===== src/rtl/mmio_uart_tx.sv =====
// Memory-mapped 8N1 UART transmitter with a transmit FIFO.
// Registered bus read data is zero when the block is not selected.
module mmio_uart_tx #(
  parameter int unsigned CLOCK_FREQ   = 25000000,
  parameter int unsigned BIT_RATE     = 115200,
  parameter logic [31:0] BASE_ADDRESS = 32'h80000000,
  parameter int unsigned FIFO_DEPTH   = 8
) (
  input  logic        clk,
  input  logic        reset,
  input  logic        memory_read,
  input  logic        memory_write,
  input  logic [31:0] address,
  input  logic [31:0] write_data,
  output logic [31:0] read_data,
  output logic        tx
);

  localparam int unsigned AW = $clog2(FIFO_DEPTH);
  localparam logic [15:0] DIV_RST = 16'(CLOCK_FREQ / BIT_RATE - 1);
  localparam logic [AW:0] DEPTH_C = (AW + 1)'(FIFO_DEPTH);

  typedef enum logic [1:0] {IDLE, START, DATA, STOP} state_t;

  state_t      state;
  state_t      state_next;

  logic        sel;
  logic [1:0]  off;
  logic        wr_en;
  logic        rd_en;
  logic        push;
  logic        push_ok;
  logic        pop;
  logic        full;
  logic        empty;
  logic        busy;
  logic        overflow;
  logic [15:0] baud_div;
  logic [31:0] rdata_next;

  logic [7:0]  mem [FIFO_DEPTH];
  logic [AW-1:0] wptr;
  logic [AW-1:0] rptr;
  logic [AW:0] count;

  logic [7:0]  shift;
  logic [2:0]  bitcnt;
  logic [15:0] baudcnt;
  logic [15:0] period;
  logic        bit_end;

  logic        unused;
  assign unused = ^{address[1:0], write_data[31:16]};

  assign sel     = (address[31:4] == BASE_ADDRESS[31:4]);
  assign off     = address[3:2];
  assign wr_en   = memory_write && sel;
  assign rd_en   = memory_read && sel;
  assign full    = (count == DEPTH_C);
  assign empty   = (count == '0);
  assign busy    = (state != IDLE);
  assign push    = wr_en && (off == 2'd0);
  assign push_ok = push && !full;
  assign bit_end = (baudcnt == period);

  // FIFO storage; contents need no reset, pointers decide validity
  always_ff @(posedge clk) begin
    if (push_ok) mem[wptr] <= write_data[7:0];
  end

  // FIFO pointers and occupancy
  always_ff @(posedge clk) begin
    if (reset) begin
      wptr  <= '0;
      rptr  <= '0;
      count <= '0;
    end else begin
      if (push_ok) wptr <= wptr + 1'b1;
      if (pop) rptr <= rptr + 1'b1;
      if (push_ok && !pop) count <= count + 1'b1;
      else if (!push_ok && pop) count <= count - 1'b1;
    end
  end

  // Register read mux, sampled before any write in the same cycle
  always_comb begin
    rdata_next = '0;
    if (rd_en) begin
      unique case (off)
        2'd1: rdata_next = {28'b0, overflow, busy, empty, full};
        2'd2: rdata_next = {16'b0, baud_div};
        default: rdata_next = '0;
      endcase
    end
  end

  // Control registers and registered read data
  always_ff @(posedge clk) begin
    if (reset) begin
      overflow  <= 1'b0;
      baud_div  <= DIV_RST;
      read_data <= '0;
    end else begin
      read_data <= rdata_next;
      if (push && full) overflow <= 1'b1;
      else if (wr_en && off == 2'd1 && write_data[3]) overflow <= 1'b0;
      if (wr_en && off == 2'd2) baud_div <= write_data[15:0];
    end
  end

  // Serialiser state register
  always_ff @(posedge clk) begin
    if (reset) state <= IDLE;
    else state <= state_next;
  end

  // Serialiser next state, FIFO pop and line level
  always_comb begin
    state_next = state;
    pop        = 1'b0;
    tx         = 1'b1;
    unique case (state)
      IDLE: begin
        if (!empty) begin
          pop        = 1'b1;
          state_next = START;
        end
      end
      START: begin
        tx = 1'b0;
        if (bit_end) state_next = DATA;
      end
      DATA: begin
        tx = shift[0];
        if (bit_end && bitcnt == 3'd7) state_next = STOP;
      end
      STOP: begin
        if (bit_end) state_next = IDLE;
      end
      default: state_next = IDLE;
    endcase
  end

  // Shift register, bit and baud counters; period latched per frame
  always_ff @(posedge clk) begin
    if (reset) begin
      shift   <= '0;
      bitcnt  <= '0;
      baudcnt <= '0;
      period  <= DIV_RST;
    end else if (pop) begin
      shift   <= mem[rptr];
      bitcnt  <= '0;
      baudcnt <= '0;
      period  <= baud_div;
    end else if (state != IDLE) begin
      if (bit_end) begin
        baudcnt <= '0;
        if (state == DATA) begin
          shift  <= {1'b0, shift[7:1]};
          bitcnt <= bitcnt + 1'b1;
        end
      end else begin
        baudcnt <= baudcnt + 1'b1;
      end
    end
  end

endmodule


===== config.mk =====
export PLATFORM = sky130hd
export DESIGN_NAME = mmio_uart_tx
export DESIGN_NICKNAME = d
export VERILOG_FILES = /design/src/rtl/mmio_uart_tx.sv
export SDC_FILE = /design/constraint.sdc
export NUM_CORES = 1
export LEC_CHECK = 0
export CORE_MARGIN = 4
export CORE_UTILIZATION = 50
export CTS_CLUSTER_DIAMETER = 150
export DETAILED_ROUTE_END_ITERATION = 7
export PLACE_DENSITY = 0.85
export SETUP_SLACK_MARGIN = 0.05
export SYNTH_ARGS = -nofsm -noshare
export SYNTH_HDL_FRONTEND = slang
export SYNTH_SLANG_ARGS = --single-unit

===== constraint.sdc =====
create_clock -name clk -period 3.4 [get_ports clk]
set_input_delay 0.68 -clock clk [delete_from_list [all_inputs] [get_ports clk]]
set_output_delay 0.68 -clock clk [all_outputs]
set_load 0.1 [all_outputs]

# --- Yosys cells after proc, flatten, opt, wreduce, memory -nomap -nowiden ---
# Memories as Yosys holds them, arrays and structs flattened. A register that Yosys moved wholly into a read port is not among the register bits.
# Index checks and enable logic that the tools add are counted.
# Widths: inputs -> output; s select.
totals:
  register_bits: 104
  ram_bits: 64
  elab_cells: 82
  mem_count: 1
classes:
  add_sub_neg: 6
  n_eq_ne: 13
  muxes: 22
  bitwise_logic: 1
  n_reduce_logical: 28
mem_list:
  columns: ["name", "depth", "width", "read_ports", "rd_clocked_by_memory_dff", "write_ports", "line_no", "source"]
  rows:
  - ["mem", 8, 8, 1, 1, 1, "42", "logic [7:0] mem [FIFO_DEPTH];"]
ops:
  columns: ["op", "count"]
  rows:
  - ["$mux 8", 4]
  - ["$pmux 16 s2", 1]
  - ["$eq 28x28->1 const B", 1]
  - ["$add 16x1->16 const B", 1]
  - ["$eq 16x16->1", 1]
  - ["$mux 16", 1]
  - ["$reduce_bool 2->1", 6]
  - ["$logic_and 1x1->1", 11]
  - ["$add 3x1->3 const B", 3]
  - ["$mux 2", 4]
  - ["$mux 4", 2]
  - ["$ne 2x2->1 const B", 4]
  - ["$pmux 2 s4", 1]
  - ["$eq 2x2->1 const B", 3]
  - ["$mux 1", 6]
  - ["$mux 3", 2]
  - ["$reduce_and 3->1", 2]
  - ["$add 4x1->4 const B", 1]
  - ["$eq 2x1->1 const B", 2]
  - ["$eq 4x4->1 const B", 1]
  - ["$logic_not 2->1", 2]
  - ["$logic_not 4->1", 1]
  - ["$reduce_and 4->1", 1]
  - ["$reduce_or 2->1", 2]
  - ["5 further kinds", 7]

# --- Depth between registers and ports, before layout ---
# Gate-level depths: netlist of run 1.
depth:
  word_depth: 8
  depth_mapped: 16
  ltp_nobuf: 13

# --- Worst setup path before layout of run 1 ---
# No wires, ideal clock.
synth_path:
  path_kind: "input-to-reg"
  startpoint: "input address[6]"
  endpoint: "register count[3]"
  setup_ns: 0.070
  arrival_time_ns: 3.045
  required_ns: 3.330
  setup_slack_ns: 0.285
  stages: 11
  path_buffers: 0
  path_cell_list: "nor4_4 > nand4_4 > nor4_4 > ha_1 > inv_1 > ha_1 > a21o_1 > a21oi_1 > xnor2_1 > or3_1 > a21oi_1"
synth_between:
  elab_chain_cells: 7
  word_cells_on_any_way: 9
synth_lines:
  columns: ["element", "line_no", "source"]
  rows:
  - ["start, declared", "13", "input logic [31:0] address,"]
  - ["$eq 28x28->1 (*)", "56", "assign sel = (address[31:4] == BASE_ADDRESS[31:4]);"]
  - ["$logic_and 1x1->1 (*)", "58", "assign wr_en = memory_write && sel;"]
  - ["$logic_and 1x1->1 (*)", "63", "assign push = wr_en && (off == 2'd0);"]
  - ["$logic_and 1x1->1 (*)", "64", "assign push_ok = push && !full;"]
  - ["via push_ok", "33", "logic push_ok;"]
  - ["$logic_not 1->1", "82", "else if (!push_ok && pop) count <= count - 1'b1;"]
  - ["$logic_and 1x1->1", "82", null]
  - ["$reduce_bool 2->1 (no source line)", null, null]
  - ["end signal, assigned", "81", "if (push_ok && !pop) count <= count + 1'b1;"]
  - ["end signal, assigned", "82", null]
  - ["end, declared", "45", "logic [AW:0] count;"]
# The timed path passes the listed nets; every way through them passes the cells marked *.
# A chain may end at the register's enable or synchronous reset.

# --- Final worst setup path of run 1 ---
layout_path:
  startpoint: "input address[13]"
  endpoint: "register count[3]"
# Same word-level chain as after synthesis.

==> qor.yml, run 1 <==
grt:
  antenna_found_initial: 0
  grt_max_degree: 53
  grt_first_pass_wirelength_um: 23500
  track_usage: 0.203
  grt_remaining_overflow: 0
  first_global_vias: 4714
critical_path:
  crit_slowest_cell: "clkdlybuf4s50_1"
  start_kind: "input pin"
  criticalPathCategory: "input pin to flop"
  crit_path_max_incr_delay_ns: 0.45
  crit_chain: "clkdlybuf4s50_1 > nor4b_4 > nand4_4 > nor4_4 > ha_1 > inv_1 > ha_1 > a21o_1 > a21oi_1 > xnor2_1 > or3_1 > a21oi_1"
  cp.required_ns: 3.75
  crit_fanout: 2
  crit_buf_inv: 2
  endpoint_kind: "flop"
  critPathTopFamily: "simple AND/OR/NAND/NOR gates"
  cp.arrival_ns: 3.42
floorplanning:
  io_pins: 101
  floorplan.die_area_mm2: 0.0150
  core-area_mm2: 0.0127
  rows: 41
  die_h_um: 123
  die_w_um: 123
  start_util: 0.517
power:
  seq_power_share: 0.415
  cellPowerDensity_mw_per_mm2: 668
  combPwrFrac: 0.253
  p_sw_mw: 1.72
  p_sw_frac: 0.324
  p_int_mw: 3.60
  ir_worst_vdd_mv: 0.616
  power.share.clock: 0.332
  leakage_nw: 2.90
place:
  place_congestion: 0.790
  dp_hpwl_um: 9670
  dp_cells: 778
  port-buffer-count: 66
  dpl_cell_area_mm2: 0.00741
  pre_cts_slack_ns: -0.147
clock_network:
  htree_num_levels: 4
  post-cts-setup-buffers: 0
  cts_buffers: 17
  cts.repair.resized: 0
  cts_root_buffer: "clkbuf_16"
  cts_tree: "built"
  cts_sinks: 155
  clk_latency_ns: 0.42
  cts.hold.buffers_added: 0
  clk_transition_reported_paths_ns: 0.06
  clockBufferDepth: 2
drt:
  drcViolationCount: 0
  viasPerCell: 5.55
  drt_first_iter_violations: 327
  dr_total_vias: 4499
  firstDrtPassIters: 5
  wl_um: 14400
  drtAntennaViolNets: 0
  drt-wirelength-per-cell_um: 17.8
sta:
  setup_ws_ns: 0.328
  fin_worst_skew_ns: 0.00888
  fin_crit_ns: 3.07
  rsz0062_at_grt: "false"
  fin_crit_sh: 0.904
  finalSetupViolations: 0
  max_freq_ghz: 0.326
  slew_violations: 0
  hold_violations: 0
  worstMarginPinSlew_ns: 0.997
  slew_headroom: 0.333
cells_and_area:
  syn2layout_area_growth_pct: 21.4
  finalInstanceArea_mm2: 0.00798
  fin_nets: 709
  utilization: 0.627
  diodes: 0
  fillers: 926
  drive_above_1_share: 0.132
  final_cells: 810
logic_synthesis:
  synth_edf_count: 64
  yosys_register_bits: 155
  seq_area_frac_synth: 0.570
  synth_area_mm2: 0.00657
  syn_area_per_cell_um2: 12.0
  synthCells: 546
  synth_ff_type: "dfxtp_1"
  async_reset_ff_frac: 0
  ys.warnings.count: 0
  synth_cell_types: 52
run_status:
  run_status: "finished, final reports clean"
min_path:
  hold_path_class: "flop to flop"
run:
  max-cap-violations: 0
cells by family after synthesis:
group | after synthesis | share of synthesized area
AOI/OAI and AO/OA | 58 | 0.0562
xor gates and xnor gates | 37 | 0.0493
adders and majority gates | 16 | 0.0316
buffers and inverters | 53 | 0.0447
DFF | 155 | 0.570
muxes | 41 | 0.0931
other | 1 | 0.000571
and+or+nand+nor | 185 | 0.155
through the flow:
stage	power, mW	TNS (ns)	hold slack (ns)
2_1_floorplan	3.21	0	0.438
3_3_place_gp	3.47	-0.00257	0.448
3_5_place_dp	3.54	-0.147	0.461
4_1_cts	5.33	0	0.466
5_1_grt	5.56	0	0.496
6_report	5.33	0	0.468
area by class of cell:
class                           instances  area, µm²  area share
Clock buffer                           21        482      0.0604
Clock inverter                         11       83.8      0.0105
Inverter                               11       41.3     0.00518
Multi-Input combinational cell        353       2600       0.326
Sequential cell                       155       3740       0.469
Tap cell                              172        215      0.0270
Timing Repair Buffer                   87        811       0.102
power by group through the flow:
stage	sequential, mW	clock (mW)	combinational [mW]
2_1_floorplan	2.16	0	1.06
3_3_place_gp	2.23	0	1.24
3_5_place_dp	2.24	0	1.29
4_1_cts	2.21	1.78	1.34
5_1_grt	2.23	1.87	1.46
6_report	2.21	1.77	1.35
tightest hold or removal path: stages, from the launching register on:
cell and delay [ns]:
dfxtp_1 0.32, nand2_1 0.06, a21oi_1 0.05
path summary, 6_finish.rpt:
path | slack [ns] | cells past startpoint | end | startpoint
worst max-delay path | 0.33 | 12 | count[3] | address[13]
worst min-delay path | 0.47 | 2 | period[5] | baud_div[5]
worst max register to register | 0.63 | 13 | count[3] | state[0]
worst min register to register | 0.47 | 2 | period[5] | baud_div[5]
registers in the layout, summed over array words and instances (netlist names), 4 cells and up, named ones only:
signal and flops:
baud_div 16, count 4, baudcnt 16, mem 64, period 16, shift 8
read_data 16
placed cells by master (no fill, tap or decap), types with 4 or more instances in the layout:
cell type,n
mux4_2,16
o21ai_0,6
clkdlybuf4s50_1,64
nand4_1,6
a21oi_1,24
a211oi_1,6
and3_1,14
dfxtp_1,91
clkbuf_16,18
a211o_1,4
ha_1,15
nor4_1,15
buf_4,22
mux2i_1,24
nand2b_1,7
a21o_1,8
nor3_1,6
edfxtp_1,64
nand3b_1,5
conb_1,16
xnor2_1,10
nor2b_1,6
inv_1,10
xor2_1,27
a22oi_1,4
nor4_4,5
nor2_1,58
nand2_1,45
nand3_1,5
cells in the mapped netlist (all sizes together) (7+ instances only):
cell    instances  share of area
dfxtp          91           0.28
edfxtp         64           0.29
nor2           59          0.034
nand2          46          0.027
buf            30          0.031
xor2           27          0.036
a21oi          24          0.018
mux2i          24          0.037
nor4           21          0.031
mux4           16          0.055
ha             15          0.029
and3           14          0.013
clkbuf         12         0.0070
inv            10         0.0057
xnor2          10          0.013
a21o            8         0.0091
nand2b          8         0.0080
nand4           7         0.0089
o21ai           7         0.0053
routing by layer:
layer	routed length [µm]	up-vias	global-route usage
li1	-	2076	-
met1	5690	2194	0.244
met2	7540	200	0.353
met3	823	29	0.0488
met4	371	0	0.0742
met5	0	-	0
Power figures use the tool's default switching activity.
==> run 2, diff against run 1 <==
Settings changed: ABC_CLOCK_PERIOD_IN_PS set to 3400.
==> results of run 2 <==
Final layout, timing and power as in run 1 (identical DEF).
==> RTL change (settings of run 1) <==
Make the reset (`reset`) asynchronous in 4 clocked blocks.
--- a/src/rtl/mmio_uart_tx.sv
+++ b/src/rtl/mmio_uart_tx.sv
@@ -72,3 +72,3 @@
   // FIFO pointers and occupancy
-  always_ff @(posedge clk) begin
+  always_ff @(posedge clk or posedge reset) begin
     if (reset) begin
@@ -98,3 +98,3 @@
   // Control registers and registered read data
-  always_ff @(posedge clk) begin
+  always_ff @(posedge clk or posedge reset) begin
     if (reset) begin
@@ -112,3 +112,3 @@
   // Serialiser state register
-  always_ff @(posedge clk) begin
+  always_ff @(posedge clk or posedge reset) begin
     if (reset) state <= IDLE;
@@ -145,3 +145,3 @@
   // Shift register, bit and baud counters; period latched per frame
-  always_ff @(posedge clk) begin
+  always_ff @(posedge clk or posedge reset) begin
     if (reset) begin
Check against the original RTL: differs if reset is asserted again (counterexample within 4 cycles, from zero or initial values and one cycle with reset high); with reset held inactive, the same outputs for 4 cycles.
==> RTL change against run 1 <==
  * Routed wire length is 0.24% higher
  * Core utilization is 0.86 points lower
  * Die area increased by 2.7%
  * Sequential cell count shrank 3
  * Design area up 2.7%
  * Worst setup slack better by 0.059 ns
  * Critical path depth stayed put
  * Sequential share of layout area grew 3.5 points
  * Synthesized area is 2.8% higher
  * Via count fell by 5.1%
Power is not compared: it rests on default switching activity, and its combinational part moved more than twofold at a synthesized area within 25%.
==> RTL change: results <==
[run_status]
status = finished clean

[logic_synthesis]
ys_seq_elements = 152
synth_compound_area_frac = 0.03981
yosysSeqAreaShare = 0.6117
ys.flop_type = dfrtp_1
ys_top_cells_by_area = dfrtp_1 (30%), edfxtp_1 (28%), mux4_2 (5.3%)
synth_adder_area_share = 0.03074
synthTopCellsByCount = dfrtp_1 (80), nand2_1 (73), edfxtp_1 (64)
syn-cell-area_um2 = 6758
synthXorXnorAreaFrac = 0.04666
synthArstFlopShare = 0.5789
synth.avg_cell_area_um2 = 13.36

[global_routing]
gr-usage-met1 = 0.2449
grt_pass1_wl_um = 23720
antenna_found_initial = 0
first_global_vias = 4527
grt_max_degree = 46
grt_use_total = 0.1944
met2_usage = 0.3273
met3_usage = 0.04631

[finish]
n_all_inverters = 13
fillers = 939
buffer_area_frac = 0.09746
n_all_buffers = 83
clock_cell_area_share = 0.07165
final_nets = 670
post_route_cells_drive_above_1_share = 0.1720
area_growth_pct = 21.20
multiInputGateArea_um2 = 2401
sh_seq_area = 0.5047

[placement]
dp_cells = 743
hpwl_um = 9407
dp_slack_ns = -0.02251
place_area_um2 = 7604
gp_congestion = 0.8338

[detailed_routing]
dr.first_iter.drc_count = 405
wl_met2_um = 7557
wl_met1_um = 5710
wirelength_um = 14470
via_per_inst = 5.508
dr_wl_met3_um = 828
vias = 4269

[critical_path]
max_stage_delay_ns = 0.40
rrSetupSlack_ns = 0.55
cp-startpoint = address[19]
cp_max_fo = 3
rr_startpoint = state[0]
cp-endpoint = count[3]

[timing]
finClkSkew_ns = 0.007025
fmax_mhz = 331.9
holdWs_ns = 0.4665
tightest_slew_ns = 1.005

[hold_path]
hold_end = period[4]
hold_start = baud_div[4]
[RTL change: cell types whose count changed after synthesis, sizes merged, moves of 14 or more]
cell          run 1  this run
mux2i            24         1
dfxtp            91         0
xor2             27        12
xnor2            10        24
a21oi            24         3
dfrtp             0        80
and2              0        18
mux2              1        19
nand2            46        73
nor2             59        29
[RTL change: power groups by stage]
stage / clock [µW] / sequential (µW) / combinational [µW]
after floorplan: 0 / 2050 / 433
after global placement: 0 / 2090 / 502
after detailed placement: 0 / 2100 / 526
after CTS: 1900 / 2070 / 535
after global routing: 1990 / 2080 / 574
final: 1880 / 2070 / 528
[RTL change: worst max-delay path: cells and delay by family]
| kind | cells | cell delay, ns |
|---|---|---|
| fa+ha+maj | 2 | 0.53 |
| buf+inv | 2 | 0.50 |
| simple gates | 4 | 0.98 |
| xor+xnor | 2 | 0.27 |
| compound gates | 2 | 0.35 |
